**src/rtl/joy_serial_tx_pkg.sv**
```systemverilog
// Shared definitions for the serial joystick link; the host-side poller uses the same frame map.
// Build option JOY_TX_FILTER_EN enables the strobe agreement filter in joy_tx_sync (FILT_LEN deep).
package joy_serial_tx_pkg;

   localparam int FRAME_LEN = 24;
   localparam int FILT_LEN  = 3;
   localparam int JOY_W     = 12;
   localparam int CNT_W     = 5;
   localparam int SRC_W     = 5;

   localparam logic [CNT_W-1:0] CNT_FULL = CNT_W'(FRAME_LEN);
   localparam logic [CNT_W-1:0] CNT_LAST = CNT_W'(FRAME_LEN - 1);

   typedef enum logic [1:0] {
      ST_IDLE  = 2'd0,
      ST_LOAD  = 2'd1,
      ST_ARM   = 2'd2,
      ST_SHIFT = 2'd3
   } tx_state_t;

   // Frame bit i is taken from {joy2_n, joy1_n}[F_SRC[i]]; joy1 occupies 0..11, joy2 12..23.
   localparam logic [SRC_W-1:0] F_SRC [FRAME_LEN] = '{
      5'd8,  5'd6,  5'd5,  5'd4,  5'd3,  5'd2,  5'd1,  5'd0,
      5'd20, 5'd18, 5'd17, 5'd16, 5'd15, 5'd14, 5'd13, 5'd12,
      5'd22, 5'd23, 5'd21, 5'd19,
      5'd10, 5'd11, 5'd9,  5'd7
   };

   function automatic logic [FRAME_LEN-1:0] build_frame(input logic [JOY_W-1:0] j1,
                                                        input logic [JOY_W-1:0] j2);
      logic [2*JOY_W-1:0]   w_src;
      logic [FRAME_LEN-1:0] w_frame;
      w_src   = {j2, j1};
      w_frame = '1;
      for (int i = 0; i < FRAME_LEN; i++) begin
         w_frame[i] = w_src[F_SRC[i]];
      end
      return w_frame;
   endfunction

endpackage

```
**src/rtl/joy_serial_tx_sync.sv**
```systemverilog
// Strobe input path: 2-flop synchronizer, optional agreement filter (JOY_TX_FILTER_EN), registered rise pulse.
module joy_tx_sync
   import joy_serial_tx_pkg::*;
(
   input  logic clk12,
   input  logic reset_n,
   input  logic i_async,
   output logic o_level,
   output logic o_rise
);

   logic r_meta;
   logic r_sync;
   logic r_prev;
   logic r_rise;
   logic w_level;

   always_ff @(posedge clk12 or negedge reset_n) begin
      if (!reset_n) begin
         r_meta <= 1'b1;
         r_sync <= 1'b1;
      end else begin
         r_meta <= i_async;
         r_sync <= r_meta;
      end
   end

`ifdef JOY_TX_FILTER_EN
   // Window = current synchronized sample plus the FILT_LEN-1 before it; level moves only on full agreement.
   logic [FILT_LEN-2:0] r_hist;
   logic                r_held;
   logic                w_all1;
   logic                w_all0;

   always_ff @(posedge clk12 or negedge reset_n) begin
      if (!reset_n) begin
         r_hist <= '1;
         r_held <= 1'b1;
      end else begin
         r_hist[0] <= r_sync;
         for (int i = 1; i < FILT_LEN-1; i++) begin
            r_hist[i] <= r_hist[i-1];
         end
         r_held <= w_level;
      end
   end

   always_comb begin
      w_all1  = &{r_hist, r_sync};
      w_all0  = ~|{r_hist, r_sync};
      w_level = r_held;
      if (w_all1) begin
         w_level = 1'b1;
      end else if (w_all0) begin
         w_level = 1'b0;
      end
   end
`else
   assign w_level = r_sync;
`endif

   always_ff @(posedge clk12 or negedge reset_n) begin
      if (!reset_n) begin
         r_prev <= 1'b1;
         r_rise <= 1'b0;
      end else begin
         r_prev <= w_level;
         r_rise <= w_level & ~r_prev;
      end
   end

   assign o_level = w_level;
   assign o_rise  = r_rise;

endmodule

```
**src/rtl/joy_serial_tx.sv**
```systemverilog
// Board-side serial joystick transmitter behaving like chained '165s (parallel load, shift on rise).
// Build option JOY_TX_FILTER_EN adds a glitch filter on both host strobes.
//
// state    | meaning
// ---------|-------------------------------------------------------------
// ST_IDLE  | after reset, no load seen yet; clock edges ignored
// ST_LOAD  | load asserted; shift register tracks live inputs
// ST_ARM   | load released while joy_clk high; wait for it to drop
// ST_SHIFT | shifting one bit per joy_clk rising edge
module joy_serial_tx
   import joy_serial_tx_pkg::*;
(
   input  logic             clk12,
   input  logic             reset_n,
   input  logic [JOY_W-1:0] joy1_n,
   input  logic [JOY_W-1:0] joy2_n,
   input  logic             joy_clk,
   input  logic             joy_load,
   output logic             joy_data,
   output logic             frame_done,
   output logic [CNT_W-1:0] bit_cnt
);

   logic w_clk_lvl;
   logic w_clk_rise;
   logic w_load_lvl;
   logic w_load_rise;

   tx_state_t r_state;
   tx_state_t w_state_nxt;
   logic      w_do_load;
   logic      w_do_shift;

   logic [FRAME_LEN-1:0] w_frame;
   logic [FRAME_LEN-1:0] r_shreg;
   logic [CNT_W-1:0]     r_bit_cnt;
   logic                 r_frame_done;

   joy_tx_sync u_sync_clk (
      .clk12   (clk12),
      .reset_n (reset_n),
      .i_async (joy_clk),
      .o_level (w_clk_lvl),
      .o_rise  (w_clk_rise)
   );

   joy_tx_sync u_sync_load (
      .clk12   (clk12),
      .reset_n (reset_n),
      .i_async (joy_load),
      .o_level (w_load_lvl),
      .o_rise  (w_load_rise)
   );

   always_ff @(posedge clk12 or negedge reset_n) begin
      if (!reset_n) begin
         r_state <= ST_IDLE;
      end else begin
         r_state <= w_state_nxt;
      end
   end

   always_comb begin
      w_state_nxt = r_state;
      if (!w_load_lvl) begin
         w_state_nxt = ST_LOAD;
      end else begin
         case (r_state)
            ST_LOAD: begin
               if (w_load_rise) begin
                  w_state_nxt = w_clk_lvl ? ST_ARM : ST_SHIFT;
               end
            end
            ST_ARM: begin
               if (!w_clk_lvl) begin
                  w_state_nxt = ST_SHIFT;
               end
            end
            default: begin
               w_state_nxt = r_state;
            end
         endcase
      end
   end

   // Load has priority over a coincident clock edge.
   always_comb begin
      w_do_load  = !w_load_lvl;
      w_do_shift = w_load_lvl && w_clk_rise && (r_state == ST_SHIFT);
   end

   assign w_frame = build_frame(joy1_n, joy2_n);

   always_ff @(posedge clk12 or negedge reset_n) begin
      if (!reset_n) begin
         r_shreg      <= '1;
         r_bit_cnt    <= '0;
         r_frame_done <= 1'b0;
      end else if (w_do_load) begin
         r_shreg      <= w_frame;
         r_bit_cnt    <= '0;
         r_frame_done <= 1'b0;
      end else if (w_do_shift) begin
         r_shreg      <= {1'b1, r_shreg[FRAME_LEN-1:1]};
         r_frame_done <= (r_bit_cnt == CNT_LAST);
         if (r_bit_cnt != CNT_FULL) begin
            r_bit_cnt <= r_bit_cnt + CNT_W'(1);
         end
      end else begin
         r_frame_done <= 1'b0;
      end
   end

   assign joy_data   = r_shreg[0];
   assign frame_done = r_frame_done;
   assign bit_cnt    = r_bit_cnt;

endmodule

```
**config.mk**
```make
export PLATFORM = sky130hd
export DESIGN_NAME = joy_serial_tx
export DESIGN_NICKNAME = d
export VERILOG_FILES = /design/src/rtl/joy_serial_tx_pkg.sv /design/src/rtl/joy_serial_tx_sync.sv /design/src/rtl/joy_serial_tx.sv
export SDC_FILE = /design/constraint.sdc
export NUM_CORES = 1
export LEC_CHECK = 0
export ABC_AREA = 1
export BUFFER_PORTS_ARGS = -buffer_cell sky130_fd_sc_hd__buf_2
export CELL_PAD_IN_SITES_DETAIL_PLACEMENT = 0
export CELL_PAD_IN_SITES_GLOBAL_PLACEMENT = 1
export CORE_UTILIZATION = 41
export DETAILED_ROUTE_END_ITERATION = 8
export MAX_ROUTING_LAYER = met4
export PLACE_DENSITY_LB_ADDON = 0.05
export SLEW_MARGIN = 20
export SYNTH_ARGS = -nofsm -noshare
export SYNTH_HDL_FRONTEND = slang
export SYNTH_SLANG_ARGS = --single-unit
```
**constraint.sdc**
```tcl
create_clock -name clk12 -period 1.5 [get_ports clk12]
set_input_delay 0.075 -clock clk12 [delete_from_list [all_inputs] [get_ports clk12]]
set_output_delay 0.075 -clock clk12 [all_outputs]
set_load 0.05 [all_outputs]
```
# [Word-level counts from Yosys, hierarchy flattened]
# Index checks and enable logic that the tools add are counted.
[classes] reduce_logical=4 muxes=12 n_eq_ne=10 bitwise_logic=4 add_sub_neg=1
[op_table] op="2-to-1 mux 24 bit" count=2
[op_table] op="2-to-1 mux 5 bit" count=3
[op_table] op="inequality test 3 bit (second input constant)" count=3
[op_table] op="2-to-1 mux 2 bit" count=3
[op_table] op="adder 5 x 1 -> 5 bit (second input constant)" count=1
[op_table] op="== test 5 bit (second input constant)" count=1
[op_table] op="inequality test 5 bit (second input constant)" count=1
[op_table] op="== test 2 bit (second input constant)" count=2
[op_table] op="inequality test 2 bit (second input constant)" count=2
[op_table] op="case mux 2 bit (2 select lines)" count=1
[op_table] op="2-to-1 mux 1 bit" count=3
[op_table] op="AND reduction 3 bit" count=1
[op_table] op="AND 1 bit" count=2
[op_table] op="== test 2 x 1 -> 1 bit (second input constant)" count=1
[op_table] op="logical AND 1 bit" count=2
[op_table] op="inverter 1 bit" count=2
[op_table] op="AND reduction 2 bit" count=1
[totals] in_bits=28 register_bits=40 out_inout_bits=7 elab_cells=43

# [Depth between registers and ports, before layout]
[logic_depth] word_depth=4 depth_mapped=8 ltp_nobuf=8

# [By module]
# A second synthesis with hierarchy kept.
[unflattened] cells_unflattened=224 hier_area_um2=1874.3
[modules_own_cells] mod="joy_serial_tx" cells_per_inst=212 area_each_um2=1646.6 seq_area_each_um2=830.8 n_inst=1
[modules_own_cells] mod="joy_tx_sync" cells_per_inst=6 area_each_um2=113.9 seq_area_each_um2=103.8 n_inst=2

# [Worst setup path after synthesis]
# No wires, ideal clock.
[synth_timing] kind="flip-flop to flip-flop" start="register r_bit_cnt[0] (netlist: bit_cnt[0])" end="register r_bit_cnt[2] (netlist: bit_cnt[2])" t_required_ns=1.377 stages_incl_launch_ff=9 arrival_time_ns=1.390 path_slack_ns=-0.013 setup_time_ns=0.123 period_less_slack_ns=1.513 n_path_buf=0 path_cell_list="dfrtp_1 > inv_1 > ha_1 > inv_1 > nor2_1 > nand3_1 > nand2_2 > nand2_1 > o21ai_1"
[synth_between] elab_chain_cells=4 word_cells_on_any_way=7 cone_classes="add/sub: 1; eq/ne: 2; mux: 3; reduce/logical: 1"
[synth_lines] item="start: declaration" line_no="joy_serial_tx.sv:36" source="logic [CNT_W-1:0] r_bit_cnt;"
[synth_lines] item="start signal: assignment" line_no="joy_serial_tx.sv:107" source="r_bit_cnt <= r_bit_cnt + CNT_W'(1);"
[synth_lines] item="adder 5 x 1 -> 5 bit" line_no="joy_serial_tx.sv:107"
[synth_lines] item="2-to-1 mux 5 bit" line_no="joy_serial_tx.sv:106" source="if (r_bit_cnt != CNT_FULL) begin"
[synth_lines] item="2-to-1 mux 5 bit" line_no="joy_serial_tx.sv:103" source="end else if (w_do_shift) begin"
[synth_lines] item="2-to-1 mux 5 bit" line_no="joy_serial_tx.sv:99" source="end else if (w_do_load) begin"
# Parallel ways exist; a longest one is shown, timed or not. The select of a mux whose other input is x is not followed.
# A chain may end at the register's enable or synchronous reset.

# [Worst setup path in the final report]
[layout_timing] start="register r_state[0]" end="register r_shreg[1]"
[layout_between] elab_chain_cells=3
[layout_lines] item="start: declaration" line_no="joy_serial_tx.sv:29" source="tx_state_t r_state;"
[layout_lines] item="start signal: assignment" line_no="joy_serial_tx.sv:59" source="r_state <= w_state_nxt;"
[layout_lines] item="== test 2 bit" line_no="joy_serial_tx.sv:89" source="w_do_shift = w_load_lvl && w_clk_rise && (r_state == ST_SHIFT);"
[layout_lines] item="logical AND 1 bit" line_no="joy_serial_tx.sv:89"
[layout_lines] item="inequality test 2 bit (no line)"
[layout_lines] item="end signal: assignment" line_no="joy_serial_tx.sv:100" source="r_shreg <= w_frame;"
[layout_lines] item="end signal: assignment" line_no="joy_serial_tx.sv:104" source="r_shreg <= {1'b1, r_shreg[FRAME_LEN-1:1]};"
[layout_lines] item="end: declaration" line_no="joy_serial_tx.sv:35" source="logic [FRAME_LEN-1:0] r_shreg;"
# No other way between the ends.

==> impl_results.md <==
- Crit path buf inv count: 1
- Fmax: 0.7126 GHz
- Buffers inserted by post-CTS timing repair: 0
- Inserted Diodes: 0
- Worst hold stages: 3
- Routed via count: 1386
- CP endpoint kind: flop
- Cell Area, Synth: about 1800 um2
- 1st-iter DRT viols: 57
- Initial antenna violation count: 0
- Post-synthesis compound-gate area fraction: 9.944%
- Worst stage delay on the critical path: ~0.4 ns
- Total CTS buffers: 5
- Post-Place Cell Area: 2044 um2
- Crit path max-delay cell type: dfrtp_1
- Die area: 4657 um2
- Fin area: between 2000 and 2500 um2
- Pin count of the biggest net entering global routing: 27
- Worst Slack Setup Final: 0.09671 ns
- Clock transition at the registers of the reported paths: 0.08 ns
- Maxcap violations: 0
- Initial Util: 43.72%
- Syn-to-layout area delta: 21.84%
- IO Pins: 35
- First-pass GRT wire length: about 6000 um
- Antenna-violating nets left: 0
- Register area share after synthesis: between 50% and 60%
- Crit path max fanout: 17
- Hold WC Path Type: input pin to flop
- Period utilization: 93.55%
- Overflow after GRT: 0
- Slew margin rel.: 68.92%
- Startpoint type of the worst setup path: flop
- Gpl congestion: around 0.74
- Worst r2r path cells: 6
- Final setup fails: 0
- Tightest Pin Transition: roughly 0.47 ns
- Critical path required time: 1.73 ns
- Critical R2R Launch: r_state[0]
- Vias/cell: 4.898
- Xor and xnor fraction of the mapped netlist area: less than 1%
- Worst-path cell chain: ha_1 -> nand3_2 -> nand2_2 -> buf_6 -> nand3_1 -> o21a_1
- Total wire length: 3626 um
- Synth Warn #: 0
- Detailed placement HPWL: between 2000 and 2500 um
- H-tree levels: 2
- Core box area: roughly 4000 um2
- Status: complete, no violations
- Maximum VDD drop: approximately 570 uV
- Post-synth top area share: 43.81%
- Net Count, Synth: ~220
- Crit. Startpoint: r_state[0]
- Mux cell area share after synthesis: 0%
- Die Y: between 60 and 70 um
- Post-layout min period: 1.403 ns
- CP arrival: around 1.6 ns
- Top delay family on crit path: simple AND/OR/NAND/NOR gates
- Worst slack at placement: about 0.028 ns
- # rows: 23
- Adder-Cell Fraction of Synth Area: 3.477%
- Synth top area cells: dfstp_2 (44%), dfrtp_1 (14%), nand2_1 (13%)
- R2R Path End: r_shreg[1]
- DRC: 0
- CTS tree: yes
- Die width: 68.25 um
- Post-synthesis cell count: 189
- Avg Cell Area, Syn: approximately 9.5 um2
- Share of cells above drive strength 1: about 37%
- Clk sink count: 40
- Total Routing Usage GR: 18.73%
- Clock Skews: 0.009661 ns
- Router iterations before antenna repair: 4
- PortBufs: 34
- Synth unique cells: 22
- Setup slack on the worst flop-to-flop path: 0.1 ns
- Type of the worst setup path: flop to flop
- CTS max path bufs: 2
- Fillers: 373
- Layout Utilization: 53.27%
- Static leakage: 1.014 nW
- Drt wl/cell: 12.81 um
- Root buffer cell: clkbuf_8
- Vias in the first global route: 1349
- Pins Over Slew Limit: 0
- Yosys top cell by area: dfstp_2
- Final hold violations: 0
- Synth Area in Simple Gates: 22.88%
- Clk_lat worst skew: 0.29 ns
- WP depth: 6
- End of the critical path: r_shreg[1]
- Nets: 265
- Power per cell area: 1188 nW/um2
- Largest family of logic cells by synthesized area: simple AND/OR/NAND/NOR gates
- Seq cells post-synth: 40
- Hold_ws: 0.009067 ns
how the worst min path moves through the flow:
stage,startpoint,endpoint
final,joy2_n[9],r_shreg[18]
after global routing,joy2_n[8],r_shreg[8]
after CTS,joy2_n[9],r_shreg[18]
after detailed placement,joy_load,u_sync_load.r_meta
after global placement,joy_clk,u_sync_clk.r_meta
after floorplan,reset_n,bit_cnt[0]
metrics by stage:
stage / setup TNS, ns / cells / total power, W
2_1_floorplan: 0 / 189 / 0.001677
3_3_place_gp: 0 / 271 / 0.001807
3_5_place_dp: 0 / 271 / 0.001826
4_1_cts: 0 / 282 / 0.002643
5_1_grt: -0.02054 / 283 / 0.002786
6_report: 0 / 283 / 0.002604
worst reg2reg max path: stages (launching register included):
cell     delay [ns]
dfrtp_1        0.40
ha_1           0.18
nand3_2        0.20
nand2_2        0.18
buf_6          0.18
nand3_1        0.10
o21a_1         0.11
where the power goes:
part           internal, W  switching, W
combinational     0.000182      0.000271
sequential         0.00128     0.0000757
clock             0.000427      0.000364
total              0.00189      0.000710
logic make-up (layout without fill, tap and decap cells):
group           after synthesis  in the layout
fa+ha+maj                     5              5
simple gates                 96             96
compound gates               25             25
xor+xnor                      1              1
buf+inv                      22             66
flops                        40             40
repair_timing:
item | 4_1_cts | 5_1_grt
hold endpoints to repair | 3 | 0
endpoints found under the setup margin | 0 | 13
hold buffers | 3 | 0
gates resized for setup | 0 | 3
flip-flops by register name, indices dropped and copies added, names as in the netlist:
signal and cells:
bit_cnt 5, u_sync_load.o_rise 1, r_state 2, u_sync_clk.o_level 1
u_sync_clk.r_meta 1, u_sync_load.r_prev 1, r_shreg 24, u_sync_load.r_meta 1
u_sync_load.o_level 1, u_sync_clk.o_rise 1, u_sync_clk.r_prev 1, frame_done 1
metal layers:
layer / global-route usage [%] / share of wire (%) / vias up
li1: - / - / 705
met1: 20.76 / 44 / 651
met2: 30.51 / 51 / 28
met3: 7.000 / 4.6 / 2
met4: 7.031 / 0.83 / 0
met5: - / 0 / -
cell type report:
cell class                 count  area [um2]  share of cell area, %
timing repair buffer          43       261.5                  11.93
clock buffer                   7       97.59                  4.452
multi-input combinational    127       661.9                  30.19
sequential                    40        1040                  47.43
timing repair inverter         1       7.507                 0.3425
inverter                      14       56.30                  2.568
tap                           50       62.56                  2.854
clock inverter                 1       5.005                 0.2283
cells in the mapped netlist (all sizes together):
library cell / count
nand3: 27
xnor2: 1
nor4: 1
inv: 14
o21a: 8
nor2: 3
nand2: 63
o21ai: 3
o211ai: 12
clkbuf: 1
ha: 5
a21oi: 2
nand4: 1
dfstp: 30
or2: 1
dfrtp: 10
buf: 7
cell usage in the layout, fill, tap and decap left out:
cell type      Yosys  routed
or2_2              1       1
o211ai_1          12      12
nor4_1             1       1
ha_1               5       5
clkbuf_1           1       1
clkbuf_16          0       1
inv_1             13      12
nand2_2            2       2
buf_6              0       1
clkinv_2           0       1
a21oi_1            1       1
dfstp_2           30      30
o21a_1             8       8
clkbuf_8           0       5
inv_2              1       1
nand2_1           61      61
nand3_2            1       1
buf_2              4      34
dfrtp_1           10       9
clkinvlp_4         0       2
buf_12             0       1
dlygate4sd3_1      0       3
nand3_1           26      26
nor2_1             3       3
o21ai_1            3       3
buf_4              3       4
dfrtp_2            0       1
a21oi_2            1       1
nand4_1            1       1
xnor2_1            1       1
Power figures use the tool's default switching activity.
